--- config.mk ---
export PLATFORM = sky130hd
export DESIGN_NAME = multicycle_subtractor
export DESIGN_NICKNAME = d
export VERILOG_FILES = /design/src/rtl/sub_pkg.sv /design/src/rtl/sub_digit.sv /design/src/rtl/multicycle_subtractor.sv
export SDC_FILE = /design/constraint.sdc
export NUM_CORES = 1
export LEC_CHECK = 0
export ABC_CLOCK_PERIOD_IN_PS = 8500
export CAP_MARGIN = 20
export CORE_MARGIN = 2
export CORE_UTILIZATION = 25
export DETAILED_ROUTE_END_ITERATION = 8
export PLACE_DENSITY = 0.48
export SYNTH_ARGS = -nofsm -noshare
export SYNTH_HDL_FRONTEND = slang
export SYNTH_HIERARCHICAL = 1
export SYNTH_SLANG_ARGS = --single-unit
--- constraint.sdc ---
create_clock -name clk -period 8.5 [get_ports clk]
set_input_delay 1.7 -clock clk [delete_from_list [all_inputs] [get_ports clk]]
set_output_delay 1.7 -clock clk [all_outputs]
set_load 0.01 [all_outputs]
--- src/rtl/sub_pkg.sv ---
// Shared definitions for the multicycle subtractor: FSM encoding and
// helpers that size the slice count and slice counter.
package sub_pkg;

  typedef enum logic [1:0] {
    IDLE = 2'd0,
    RUN  = 2'd1,
    DONE = 2'd2
  } state_t;

  function automatic int nslice(input int width, input int digit);
    return width / digit;
  endfunction

  // A single-slice configuration still needs a 1-bit counter.
  function automatic int cnt_width(input int n);
    return (n <= 1) ? 1 : $clog2(n);
  endfunction

endpackage

--- src/rtl/sub_digit.sv ---
// Combinational DIGIT-bit ripple-borrow subtractor slice built from
// full-subtractor cells; also exposes the borrow into its top bit.
module sub_digit #(
  parameter int DIGIT = 4
) (
  input  logic [DIGIT-1:0] a_s,
  input  logic [DIGIT-1:0] b_s,
  input  logic             bi,
  output logic [DIGIT-1:0] d_s,
  output logic             bo,
  output logic             b_msb
);

  logic brw;

  always_comb begin
    brw   = bi;
    d_s   = '0;
    b_msb = 1'b0;
    for (int i = 0; i < DIGIT; i++) begin
      if (i == DIGIT - 1) b_msb = brw;
      d_s[i] = a_s[i] ^ b_s[i] ^ brw;
      brw    = (~a_s[i] & b_s[i]) | ((~a_s[i] | b_s[i]) & brw);
    end
    bo = brw;
  end

endmodule

--- src/rtl/multicycle_subtractor.sv ---
// Sequential subtractor: diff = a - b - bin, DIGIT bits per clock with the
// borrow carried between slices in a register; valid/ready on both sides.
module multicycle_subtractor
  import sub_pkg::*;
#(
  parameter int WIDTH = 16,
  parameter int DIGIT = 4
) (
  input  logic             clk,
  input  logic             rst_n,
  input  logic             in_valid,
  output logic             in_ready,
  input  logic [WIDTH-1:0] a,
  input  logic [WIDTH-1:0] b,
  input  logic             bin,
  output logic             out_valid,
  input  logic             out_ready,
  output logic [WIDTH-1:0] diff,
  output logic             bout,
  output logic             ovf,
  output logic             zero
);

  localparam int NSLICE = nslice(WIDTH, DIGIT);
  localparam int CW     = cnt_width(NSLICE);

  generate
    if (WIDTH < 1 || DIGIT < 1 || (WIDTH % DIGIT) != 0) begin : g_bad_param
      $error("multicycle_subtractor: WIDTH must be a positive multiple of DIGIT");
    end
  endgenerate

  // Handshake rule: a transfer happens on a rising edge where valid and ready
  // are both high; in_ready is high only in IDLE, out_valid only in DONE.
  state_t            state, state_nx;
  logic [CW-1:0]     cnt;
  logic [WIDTH-1:0]  op_a, op_b, diff_nx;
  logic              brw;
  logic [DIGIT-1:0]  a_s, b_s, d_s;
  logic              s_bo, s_bmsb, last;

  assign a_s  = op_a[int'(cnt) * DIGIT +: DIGIT];
  assign b_s  = op_b[int'(cnt) * DIGIT +: DIGIT];
  assign last = (cnt == CW'(NSLICE - 1));

  sub_digit #(.DIGIT(DIGIT)) u_digit (
    .a_s  (a_s),
    .b_s  (b_s),
    .bi   (brw),
    .d_s  (d_s),
    .bo   (s_bo),
    .b_msb(s_bmsb)
  );

  always_comb begin
    diff_nx = diff;
    diff_nx[int'(cnt) * DIGIT +: DIGIT] = d_s;
  end

  always_ff @(posedge clk or negedge rst_n) begin
    if (!rst_n) state <= IDLE;
    else        state <= state_nx;
  end

  always_comb begin
    state_nx  = state;
    in_ready  = 1'b0;
    out_valid = 1'b0;
    case (state)
      IDLE: begin
        in_ready = 1'b1;
        if (in_valid) state_nx = RUN;
      end
      RUN: begin
        if (last) state_nx = DONE;
      end
      DONE: begin
        out_valid = 1'b1;
        if (out_ready) state_nx = IDLE;
      end
      default: state_nx = IDLE;
    endcase
  end

  always_ff @(posedge clk or negedge rst_n) begin
    if (!rst_n) begin
      cnt  <= '0;
      op_a <= '0;
      op_b <= '0;
      brw  <= 1'b0;
      diff <= '0;
      bout <= 1'b0;
      ovf  <= 1'b0;
      zero <= 1'b0;
    end else begin
      case (state)
        IDLE: begin
          if (in_valid) begin
            op_a <= a;
            op_b <= b;
            brw  <= bin;
            cnt  <= '0;
          end
        end
        RUN: begin
          diff <= diff_nx;
          brw  <= s_bo;
          cnt  <= cnt + CW'(1);
          // Final slice holds bit WIDTH-1, so its borrows define the flags.
          if (last) begin
            bout <= s_bo;
            ovf  <= s_bmsb ^ s_bo;
            zero <= (diff_nx == '0);
          end
        end
        default: ;
      endcase
    end
  end

endmodule

==> qor.csv <==
stage,metric,value,unit
timing,Final Max Slew Viols,0,
timing,actual slew at the worst max-slew pin,0.7262,ns
worst_setup_path,"Cell Chain, Critical Path",buf_4 > mux4_2 > fa_1 > inv_1 > fa_1 > inv_1 > fa_1 > o21ai_0 > nor2_1 > a31oi_1 > o211a_1 > a32o_1,
floorplanning,FP Rows,38,
grt,largest net degree at the start of global routing,57,
grt,first-pass GRT wire length,10660,µm
job,max cap viols,0,
cts,Root Buffer,clkbuf_8,
timing,RSZ-0062 raised after global routing,no,
placement,HPWL after detailed placement,4474,µm
drt,WL per Instance,13.55,µm
cts,Post-CTS Setup Inserts,0,
cts,TritonCTS clock tree,built,
yosys,syn_nets,317,
yosys,top post-synthesis cells by area,"dfrtp_1 52%, nand2_1 15%, mux4_2 6.6%",
worst_setup_path,crit path kind,reg -> reg,
worst_setup_path,worst-path fanout max,23,
yosys,Post-Syn Area,2720,µm²
outcome,status,"complete, no violations",
timing,Peak Freq,0.2895,GHz
drt,DRC violations left,0,
drt,Post-DRT Antenna Nets,0,
timing,Tcrit/Tclk final,0.4064,
cells_and_area,ant diodes,0,
cells_and_area,Fillers,1144,
timing,"Hold Vio Cnt, Final",0,
floorplanning,die width,108.3,µm
drt,Vias/cell,4.487,
worst_setup_path,worst path arrival time,3.65,ns
placement,GP Congestion,0.8066,
yosys,register area share after synthesis,0.5152,
floorplanning,core area,10750,µm²
worst_setup_path,"Slowest-stage cell, CP",fa_1,
floorplanning,DIE AREA,11730,µm²
worst_setup_path,Crit. End Element,register,
drt,TritonRoute pass-1 iters,4,
yosys,syn_area_per_cell,10.07,µm²
cts,Worst-path clk slew,0.10,ns
worst_setup_path,CP top delay family,adder cells,
cts,total CTS buffers,5,
worst_setup_path,sum of buffers and inverters on the critical path,3,
cells_and_area,share of cells above drive strength 1,0.08896,
cts,post-cts resize count,0,
cts,H-tree levels,2,
cells_and_area,Layout area overhead,31.60,%
worst_setup_path,crit-path max cell delay,0.69,ns
grt,initial antenna violation count,0,
cells_and_area,area of the multi-input gates,1196,µm²
floorplanning,I/O pin cnt,58,
pwr,leak pwr,0.001646,µW
floorplanning,die height,108.3,µm
cells_and_area,Sequential Area,1401,µm²
worst_setup_path,"Data required, critical path",8.70,ns
yosys,area share of the largest cell type after synthesis,0.5152,
yosys,number of synthesized flops with an enable pin,0,
timing,setup_tns,0,ns
pwr,pwr/cell area,410.2,nW/µm²
grt,GR Overflow Total,0,
yosys,synth warn,6,
pwr,Max IR drop VDD,0.1447,mV
worst_setup_path,Worst setup SP type,register,
drt,1st-iter DRT viols,111,
timing,skew final,0.007662,ns
grt,number of global-route vias before repair,2074,
cells_and_area,nets,372,
cts,CTS Hold Bufs,0,
yosys,Gate Count Post-Synth,270,
yosys,Yosys reg bits,56,
yosys,Async SR Flop Fraction,1.000,
yosys,Yosys cell types,35,
timing,crit path time final,3.454,ns
timing,final setup violation count,0,
floorplanning,Initial Util,0.2531,
worst_setup_path,most frequent CP cell,fa_1,
cells_and_area,final non-filler cell total,466,
drt,via count,2091,
drt,routed wire length,6313,µm
cts,clk sinks,56,
yosys,Post-synth top cells,"109 x nand2_1, 56 x dfrtp_1, 16 x a32o_1, 14 x inv_1, 8 x mux4_2",
yosys,leading area contributor after synthesis,dfrtp_1,
placement,placed cells,456,
yosys,top-count cell post-synth,nand2_1,
timing,Rel. slew slack,0.5159,
grt,total track usage,0.1149,
min_path,Hold Path Class,reg -> reg,
placement,port buffer count,57,
yosys,Post-synth top flop,dfrtp_1,
worst_setup_path,R2R setup slack,5.05,ns
cts,Clock Latency Late Sink,0.31,ns
cts,Longest Clk Path Bufs,2,
[stage by stage]
| step | setup slack [ns] | utilization | hold WS, ns | total power (µW) | cell area (µm²) |
|---|---|---|---|---|---|
| after floorplan | 5.091 | - | 0.4403 | 1012 | 2720 |
| after global placement | 4.979 | 0.3177 | 0.4560 | 1287 | 3413 |
| after detailed placement | 4.940 | 0.3177 | 0.4606 | 1296 | 3413 |
| after CTS | 5.018 | 0.3280 | 0.4868 | 1474 | 3525 |
| after global routing | 4.844 | 0.3331 | 0.5034 | 1602 | 3580 |
| final | 5.046 | 0.3331 | 0.4779 | 1468 | 3580 |
[state kept, by name, summed over array words and instances, names as in the netlist]
| register | cells |
|---|---|
| bout | 1 |
| brw | 1 |
| op_a | 16 |
| zero | 1 |
| diff | 16 |
| cnt | 2 |
| state | 2 |
| op_b | 16 |
| ovf | 1 |
[area by class of cell]
type / instances / area share
sequential: 56 / 0.3915
tap: 140 / 0.04893
timing repair buffer: 62 / 0.1797
inverter: 14 / 0.01468
clock inverter: 3 / 0.01188
multi-input combinational: 186 / 0.3341
clock buffer: 5 / 0.01922
[worst register-to-register path, cell delays in order (launching register included)]
cell and delay [ns]:
dfrtp_1 0.33, buf_4 0.30, mux4_2 0.58, fa_1 0.42
inv_1 0.07, fa_1 0.16, inv_1 0.06, fa_1 0.69
o21ai_0 0.15, nor2_1 0.10, a31oi_1 0.05, o211a_1 0.22
a32o_1 0.21
[cell usage in the layout, fill, tap and decap left out, types with 3 or more instances in the layout]
cell type	n
a32o_1	16
buf_4	3
clkbuf_8	5
clkdlybuf4s50_1	56
dfrtp_1	56
fa_1	4
ha_1	6
inv_1	14
mux4_2	8
nand2_1	109
nor2_1	5
nor4_1	4
o21ai_0	7
[routing by layer]
metal,global-route usage,up-vias,share of wire
met3,0.02351,4,0.045
met5,0,-,0
met2,0.1757,43,0.48
li1,-,1018,-
met1,0.1667,1026,0.46
met4,0.02839,0,0.0087
[path summary, 6_finish.rpt]
check                           depth (start not counted)       to  startpoint
worst max-delay path                                   12     zero      cnt[0]
worst min-delay path                                    2  op_b[9]     op_b[9]
worst max register to register                         12     zero      cnt[0]
worst min register to register                          2  op_b[9]     op_b[9]
max in group asynchronous                               2   cnt[0]       rst_n
min in group asynchronous                               2  op_b[2]       rst_n
[power by group]
| group | total (µW) | switching, µW | leakage [µW] | internal (µW) |
|---|---|---|---|---|
| Sequential | 456 | 73.6 | 0.000716 | 383 |
| Clock | 175 | 87.5 | 0.0000541 | 87.3 |
| Combinational | 837 | 478 | 0.000876 | 359 |
| Total | 1470 | 639 | 0.00165 | 829 |
[cell families after synthesis]
kind of cell	synth area share
AOI/OAI and AO/OA	0.09981
xor gates and xnor gates	0.003220
adders and majority gates	0.05704
buffers and inverters	0.04508
DFF	0.5152
muxes	0.07406
and+or+nand+nor	0.2056
Note: power is estimated with default switching activity, not from simulation.
